File: src/rtl/green_pkg.sv
// green_pkg: opcode constants and FSM state type shared by the
// green_seq sequencer and its instruction decoder.
package green_pkg;

    localparam logic [3:0] OP_LD   = 4'h0;
    localparam logic [3:0] OP_ST   = 4'h1;
    localparam logic [3:0] OP_INC  = 4'h2;
    localparam logic [3:0] OP_BR   = 4'h3;
    localparam logic [3:0] OP_HALT = 4'hF;

    typedef enum logic [2:0] {
        S_IDLE,
        S_FETCH,
        S_EXEC,
        S_MEM,
        S_HALT
    } state_t;

endpackage

File: src/rtl/green_seq_if.sv
// green_seq_if: instruction and data memory request/ack bundle.
// master = sequencer side (drives req/addr/wdata/we),
// slave  = memory side (drives rdata/ack).
interface green_seq_if #(
    parameter int ADDR_W = 8,
    parameter int DATA_W = 16
);

    logic              imem_req;
    logic [ADDR_W-1:0] imem_addr;
    logic [DATA_W-1:0] imem_rdata;
    logic              imem_ack;

    logic              dmem_req;
    logic              dmem_we;
    logic [ADDR_W-1:0] dmem_addr;
    logic [DATA_W-1:0] dmem_wdata;
    logic [DATA_W-1:0] dmem_rdata;
    logic              dmem_ack;

    modport master (
        output imem_req, imem_addr,
        input  imem_rdata, imem_ack,
        output dmem_req, dmem_we, dmem_addr, dmem_wdata,
        input  dmem_rdata, dmem_ack
    );

    modport slave (
        input  imem_req, imem_addr,
        output imem_rdata, imem_ack,
        input  dmem_req, dmem_we, dmem_addr, dmem_wdata,
        output dmem_rdata, dmem_ack
    );

endinterface

File: src/rtl/green_dec.sv
// green_dec: combinational instruction decoder.
// Ports: ins (instruction) -> opcode, sel, addr, is_mem, is_halt.
module green_dec
    import green_pkg::*;
#(
    parameter int ADDR_W = 8,
    parameter int DATA_W = 16
) (
    input  logic [DATA_W-1:0] ins,
    output logic [3:0]        opcode,
    output logic              sel,
    output logic [ADDR_W-1:0] addr,
    output logic              is_mem,
    output logic              is_halt
);

    // Bits between sel and the address field carry no meaning.
    logic unused_mid;

    assign opcode     = ins[DATA_W-1 -: 4];
    assign sel        = ins[DATA_W-5];
    assign addr       = ins[ADDR_W-1:0];
    assign unused_mid = ^ins[DATA_W-6:ADDR_W];

    always_comb begin
        is_mem  = 1'b0;
        is_halt = 1'b0;
        unique case (1'b1)
            (opcode == OP_LD),
            (opcode == OP_ST):   is_mem  = 1'b1;
            (opcode == OP_HALT): is_halt = 1'b1;
            default: ;
        endcase
    end

endmodule

File: src/rtl/green_seq.sv
// green_seq: two-register micro-sequencer (LD/ST/INC/BR/HALT).
// Ports: clk, rst_n (sync, active-low), start pulse, bus (memory
// handshakes, master side), ra/rb register values, busy/halted status.
module green_seq
    import green_pkg::*;
#(
    parameter int ADDR_W = 8,
    parameter int DATA_W = 16
) (
    input  logic              clk,
    input  logic              rst_n,
    input  logic              start,
    green_seq_if.master       bus,
    output logic [DATA_W-1:0] ra,
    output logic [DATA_W-1:0] rb,
    output logic              busy,
    output logic              halted
);

    state_t            state;
    state_t            state_nx;
    logic [ADDR_W-1:0] pc;
    logic [ADDR_W-1:0] pc_nx;
    logic [DATA_W-1:0] ir;

    logic [3:0]        opcode;
    logic              sel;
    logic [ADDR_W-1:0] addr;
    logic              is_mem;
    logic              is_halt;
    logic [DATA_W-1:0] sel_val;

    green_dec #(
        .ADDR_W (ADDR_W),
        .DATA_W (DATA_W)
    ) u_dec (
        .ins     (ir),
        .opcode  (opcode),
        .sel     (sel),
        .addr    (addr),
        .is_mem  (is_mem),
        .is_halt (is_halt)
    );

    assign sel_val = sel ? rb : ra;

    // Branch is taken only on register equality; all else steps.
    assign pc_nx = (opcode == OP_BR && ra == rb) ? addr
                                                 : pc + ADDR_W'(1);

    always_ff @(posedge clk) begin
        if (!rst_n) begin
            state <= S_IDLE;
        end else begin
            state <= state_nx;
        end
    end

    always_comb begin
        state_nx = state;
        unique case (state)
            S_IDLE,
            S_HALT: begin
                if (start) begin
                    state_nx = S_FETCH;
                end
            end
            S_FETCH: begin
                if (bus.imem_ack) begin
                    state_nx = S_EXEC;
                end
            end
            S_EXEC: begin
                if (is_mem) begin
                    state_nx = S_MEM;
                end else if (is_halt) begin
                    state_nx = S_HALT;
                end else begin
                    state_nx = S_FETCH;
                end
            end
            S_MEM: begin
                if (bus.dmem_ack) begin
                    state_nx = S_FETCH;
                end
            end
            default: state_nx = S_IDLE;
        endcase
    end

    // PC advances in EXEC for every non-HALT opcode; the memory
    // address comes from ir, so stepping PC early is harmless.
    always_ff @(posedge clk) begin
        if (!rst_n) begin
            pc <= '0;
            ir <= '0;
            ra <= '0;
            rb <= '0;
        end else begin
            unique case (state)
                S_IDLE,
                S_HALT: begin
                    if (start) begin
                        pc <= '0;
                    end
                end
                S_FETCH: begin
                    if (bus.imem_ack) begin
                        ir <= bus.imem_rdata;
                    end
                end
                S_EXEC: begin
                    if (!is_halt) begin
                        pc <= pc_nx;
                    end
                    if (opcode == OP_INC) begin
                        if (sel) begin
                            rb <= rb + DATA_W'(1);
                        end else begin
                            ra <= ra + DATA_W'(1);
                        end
                    end
                end
                S_MEM: begin
                    if (bus.dmem_ack && opcode == OP_LD) begin
                        if (sel) begin
                            rb <= bus.dmem_rdata;
                        end else begin
                            ra <= bus.dmem_rdata;
                        end
                    end
                end
                default: ;
            endcase
        end
    end

    // Requests follow the state register, so they drop the cycle
    // after a reset and stay stable while waiting for an ack.
    assign bus.imem_req   = (state == S_FETCH);
    assign bus.imem_addr  = pc;
    assign bus.dmem_req   = (state == S_MEM);
    assign bus.dmem_we    = (state == S_MEM) && (opcode == OP_ST);
    assign bus.dmem_addr  = addr;
    assign bus.dmem_wdata = sel_val;

    assign busy   = (state == S_FETCH) || (state == S_EXEC)
                 || (state == S_MEM);
    assign halted = (state == S_HALT);

endmodule

File: src/flat_wrapper.sv
// flat-port wrapper written by rule: the top's interface ports become plain ports
module green_seq_flat import green_pkg::*;
#(
    parameter int ADDR_W = 8,
    parameter int DATA_W = 16
)
  (clk, rst_n, start, ra, rb, busy, halted, bus_imem_req, bus_imem_addr, bus_imem_rdata, bus_imem_ack, bus_dmem_req, bus_dmem_we, bus_dmem_addr, bus_dmem_wdata, bus_dmem_rdata, bus_dmem_ack);
  green_seq_if #(.ADDR_W(ADDR_W), .DATA_W(DATA_W)) bus_i ();
  input  logic clk;
  input  logic rst_n;
  input  logic start;
  output logic [DATA_W-1:0] ra;
  output logic [DATA_W-1:0] rb;
  output logic busy;
  output logic halted;
  output wire logic [$bits(bus_i.imem_req)-1:0] bus_imem_req;
  output wire logic [$bits(bus_i.imem_addr)-1:0] bus_imem_addr;
  input wire logic [$bits(bus_i.imem_rdata)-1:0] bus_imem_rdata;
  input wire logic [$bits(bus_i.imem_ack)-1:0] bus_imem_ack;
  output wire logic [$bits(bus_i.dmem_req)-1:0] bus_dmem_req;
  output wire logic [$bits(bus_i.dmem_we)-1:0] bus_dmem_we;
  output wire logic [$bits(bus_i.dmem_addr)-1:0] bus_dmem_addr;
  output wire logic [$bits(bus_i.dmem_wdata)-1:0] bus_dmem_wdata;
  input wire logic [$bits(bus_i.dmem_rdata)-1:0] bus_dmem_rdata;
  input wire logic [$bits(bus_i.dmem_ack)-1:0] bus_dmem_ack;
  assign bus_imem_req = bus_i.imem_req;
  assign bus_imem_addr = bus_i.imem_addr;
  assign bus_i.imem_rdata = bus_imem_rdata;
  assign bus_i.imem_ack = bus_imem_ack;
  assign bus_dmem_req = bus_i.dmem_req;
  assign bus_dmem_we = bus_i.dmem_we;
  assign bus_dmem_addr = bus_i.dmem_addr;
  assign bus_dmem_wdata = bus_i.dmem_wdata;
  assign bus_i.dmem_rdata = bus_dmem_rdata;
  assign bus_i.dmem_ack = bus_dmem_ack;
  green_seq #(.ADDR_W(ADDR_W), .DATA_W(DATA_W)) u_core (.clk(clk), .rst_n(rst_n), .start(start), .bus(bus_i), .ra(ra), .rb(rb), .busy(busy), .halted(halted));
endmodule
File: config.mk
export PLATFORM = sky130hd
export DESIGN_NAME = green_seq_flat
export DESIGN_NICKNAME = d
export VERILOG_FILES = /design/src/rtl/green_pkg.sv /design/src/rtl/green_seq_if.sv /design/src/rtl/green_dec.sv /design/src/rtl/green_seq.sv /design/src/flat_wrapper.sv
export SDC_FILE = /design/constraint.sdc
export NUM_CORES = 1
export LEC_CHECK = 0
export BUFFER_PORTS_ARGS = -buffer_cell sky130_fd_sc_hd__buf_2
export CAP_MARGIN = 15
export CORE_UTILIZATION = 34
export DETAILED_ROUTE_END_ITERATION = 6
export HOLD_SLACK_MARGIN = 0.03
export PLACE_DENSITY = 0.57
export SKIP_CTS_REPAIR_TIMING = 1
export SLEW_MARGIN = 20
export SYNTH_ARGS = -nofsm -noshare
export SYNTH_HDL_FRONTEND = slang
export SYNTH_SLANG_ARGS = --single-unit
File: constraint.sdc
create_clock -name clk -period 2.2 [get_ports clk]
set_input_delay 0.22 -clock clk [delete_from_list [all_inputs] [get_ports clk]]
set_output_delay 0.22 -clock clk [all_outputs]
set_load 0.03 [all_outputs]
==> impl_metrics.env <==
export IMPL_post_route_util_pct=43.2
export IMPL_synth_seq_cells=56
export IMPL_drt_pass1_iter_count=5
export IMPL_mostFrequentLayoutCells="buf_2, nand2_1, dfxtp_1"
export IMPL_synth_cell_types=57
export IMPL_final_seq_area_um2=1120
export IMPL_synth_warnings=0
export IMPL_async_flop_share_pct=0
export IMPL_outcome="completed"
export IMPL_synthesis_area_per_instance_um2=7.56
export IMPL_worstPathRequired_ps=2450
export IMPL_num_fill_cells=1084
export IMPL_ir_worst_vdd_uv=362
export IMPL_topRoutingLayerUsed="met4"
export IMPL_wl_met1_um=5370
export IMPL_finClkSkew_ps=13.9
export IMPL_antenna_found_initial=0
export IMPL_netlist_area_leader_share_pct=30.8
export IMPL_reg2reg_depth=6
export IMPL_crit_path_start="u_core.state[2]$_SDFFE_PN0P_"
export IMPL_r2r_start="u_core.state[2]$_SDFFE_PN0P_"
export IMPL_die_w_um=105
export IMPL_numCtsBuffers=5
export IMPL_drv_cap=0
export IMPL_p_per_area_nw_per_um2=440
export IMPL_clock_sinks=56
export IMPL_clk_pin_slew_ps=110
export IMPL_syn_num_nets=521
export IMPL_holdWs_ps=135
export IMPL_synth_cells=481
export IMPL_cts_buffer_depth=2
export IMPL_wirelength_um=11500
export IMPL_setup_violations=0
export IMPL_worstPathArrival_ps=2230
export IMPL_cp_end_kind="register"
export IMPL_cts_root_buf="clkbuf_8"
export IMPL_antenna_cells=0
export IMPL_dieArea_um2=11100
export IMPL_hold_path_class="in2reg"
export IMPL_worstReg2RegEnd="u_core.rb[14]$_SDFFE_PN0P_"
export IMPL_switching_share_pct=26.5
export IMPL_critPathMaxFanout=8
export IMPL_clkPwrFrac_pct=35.7
export IMPL_multi_input_area_um2=2280
export IMPL_slew_viol_final=0
export IMPL_drive_gt1_share_pct=29.7
export IMPL_tns_ps=0
export IMPL_hold_violations=0
export IMPL_dr_total_vias=3965
export IMPL_initialDrtViolationCount=295
export IMPL_tightest_slew_ps=561
export IMPL_relSlewSlack_pct=62.6
export IMPL_worst_setup_path_start_kind="register"
export IMPL_grt_pass1_wl_um=18700
export IMPL_ios=106
export IMPL_nets=625
export IMPL_critPathKind="reg2reg"
export IMPL_final_common_cell="buf_2"
export IMPL_routedWlPerCell_um=16.0
export IMPL_rsz0062_at_grt="no"
export IMPL_dp_hpwl_um=8550
export IMPL_io_buffers=102
export IMPL_route_detailed_drc=0
export IMPL_clk_latency_ps=320
export IMPL_syn_to_final_growth_pct=23.3
export IMPL_synth_ff_type="dfxtp_1"
export IMPL_leakage_nw=1.98
export IMPL_start_util_pct=35.1
export IMPL_synth_edf_count=0
export IMPL_via_per_inst=5.49
export IMPL_crit_end="u_core.rb[14]$_SDFFE_PN0P_"
export IMPL_power_switching_mw=0.524
export IMPL_route_met2_wl_um=5260
export IMPL_rrSetupSlack_ps=220
export IMPL_finalCritPeriodShare_pct=90.0
export IMPL_synth_area_um2=3640
export IMPL_rows=37
export IMPL_max_freq_mhz=505
export IMPL_die_height_um=105
export IMPL_grt_pass1_vias=3685
export IMPL_cts_tree="done"
export IMPL_layout_min_cycle_time_ps=1980
export IMPL_p_seq_share_pct=53.0
export IMPL_core_um2=10400
export IMPL_grt_overflow=0
export IMPL_place_gp_congestion=0.807
export IMPL_p_int_mw=1.45
export IMPL_grt_total_usage_pct=20.9
export IMPL_yosysTopAreaCell="dfxtp_1"
export IMPL_ant_nets=0
export IMPL_ys_seq_area_share_pct=30.8
export IMPL_htreeDepth=2
export IMPL_combinationalPowerShare_pct=11.3
export IMPL_grt_max_degree=36
export IMPL_ys_top_cells_by_area="dfxtp_1, nand2_1, a21oi_1"
export IMPL_detailroute_wirelength_met3_um=659
==> sequential cells by signal, summed over array words and instances (netlist names) <==
signal and flops:
u_core.ra 16, u_core.rb 16, u_core.ir 13, u_core.bus.imem_addr 8, u_core.state 3
==> power by group through the flow <==
stage / combinational, mW / clock (mW) / sequential, mW
detailed placement: 0.223 / 0 / 1.07
global route: 0.244 / 0.747 / 1.05
global placement: 0.220 / 0 / 1.07
finish: 0.223 / 0.704 / 1.05
floorplan: 0.143 / 0 / 1.07
CTS: 0.224 / 0.715 / 1.05
==> Yosys cell counts, types with 7 or more instances <==
cell type	count
o21ai_0	30
nor3_1	7
xor2_1	21
nand3_1	27
a21oi_1	46
and2_1	10
and3_1	7
dfxtp_1	56
buf_4	9
nor2_1	34
clkbuf_1	23
mux2_2	16
or3_1	9
nand2_1	75
==> cells by family after synthesis <==
group | after synthesis | synth area share [%]
simple gates | 198 | 26.2
buf+inv | 46 | 6.60
fa+ha+maj | 3 | 1.03
compound gates | 141 | 25.3
mux | 16 | 4.95
flops | 56 | 30.8
xor+xnor | 21 | 5.06
==> how the worst min path moves through the flow <==
stage                               from                        end  slack (ps)  cells after the start
2_1_floorplan          bus_imem_rdata[0]  u_core.ir[0]$_SDFFE_PN0P_         360                      2
3_5_place_dp           bus_imem_rdata[1]  u_core.ir[1]$_SDFFE_PN0P_         470                      3
6_report               bus_imem_rdata[1]  u_core.ir[1]$_SDFFE_PN0P_         140                      3
3_3_place_gp   u_core.ir[5]$_SDFFE_PN0P_  u_core.ir[5]$_SDFFE_PN0P_         460                      2
4_1_cts                bus_imem_rdata[3]  u_core.ir[3]$_SDFFE_PN0P_         130                      3
5_1_grt                bus_imem_rdata[2]  u_core.ir[2]$_SDFFE_PN0P_         140                      3
==> critical path, cell delays in order (launching register included) <==
cell and delay (ps):
dfxtp_1 330, or4b_4 570, a211oi_2 300, and2_2 320, buf_4 160, nand2_1 70
o21ai_0 170
==> final cells by class <==
type	count	share of cell area [%]
well taps	136	3.80
clock inverters	2	0.781
repair buffers	138	17.4
clock buffers	6	1.62
flip-flops and latches	56	25.0
multi-input cells	379	51.0
inverters	5	0.419
==> through the flow <==
step / worst slack [ps] / instance area [µm²] / power (mW) / cells
detailed placement: 138 / 4370 / 1.29 / 714
global placement: 178 / 4370 / 1.29 / 714
floorplan: 184 / 3640 / 1.21 / 481
global route: 68.1 / 4480 / 2.04 / 722
CTS: 102 / 4480 / 1.98 / 722
finish: 221 / 4480 / 1.97 / 722
==> layer usage <==
layer | up-vias | global-route usage [%]
li1 | 1936 | -
met1 | 1836 | 28.4
met2 | 169 | 34.1
met3 | 24 | 2.66
met4 | 0 | 6.64
met5 | - | 0
(Power assumes the default switching activity.)
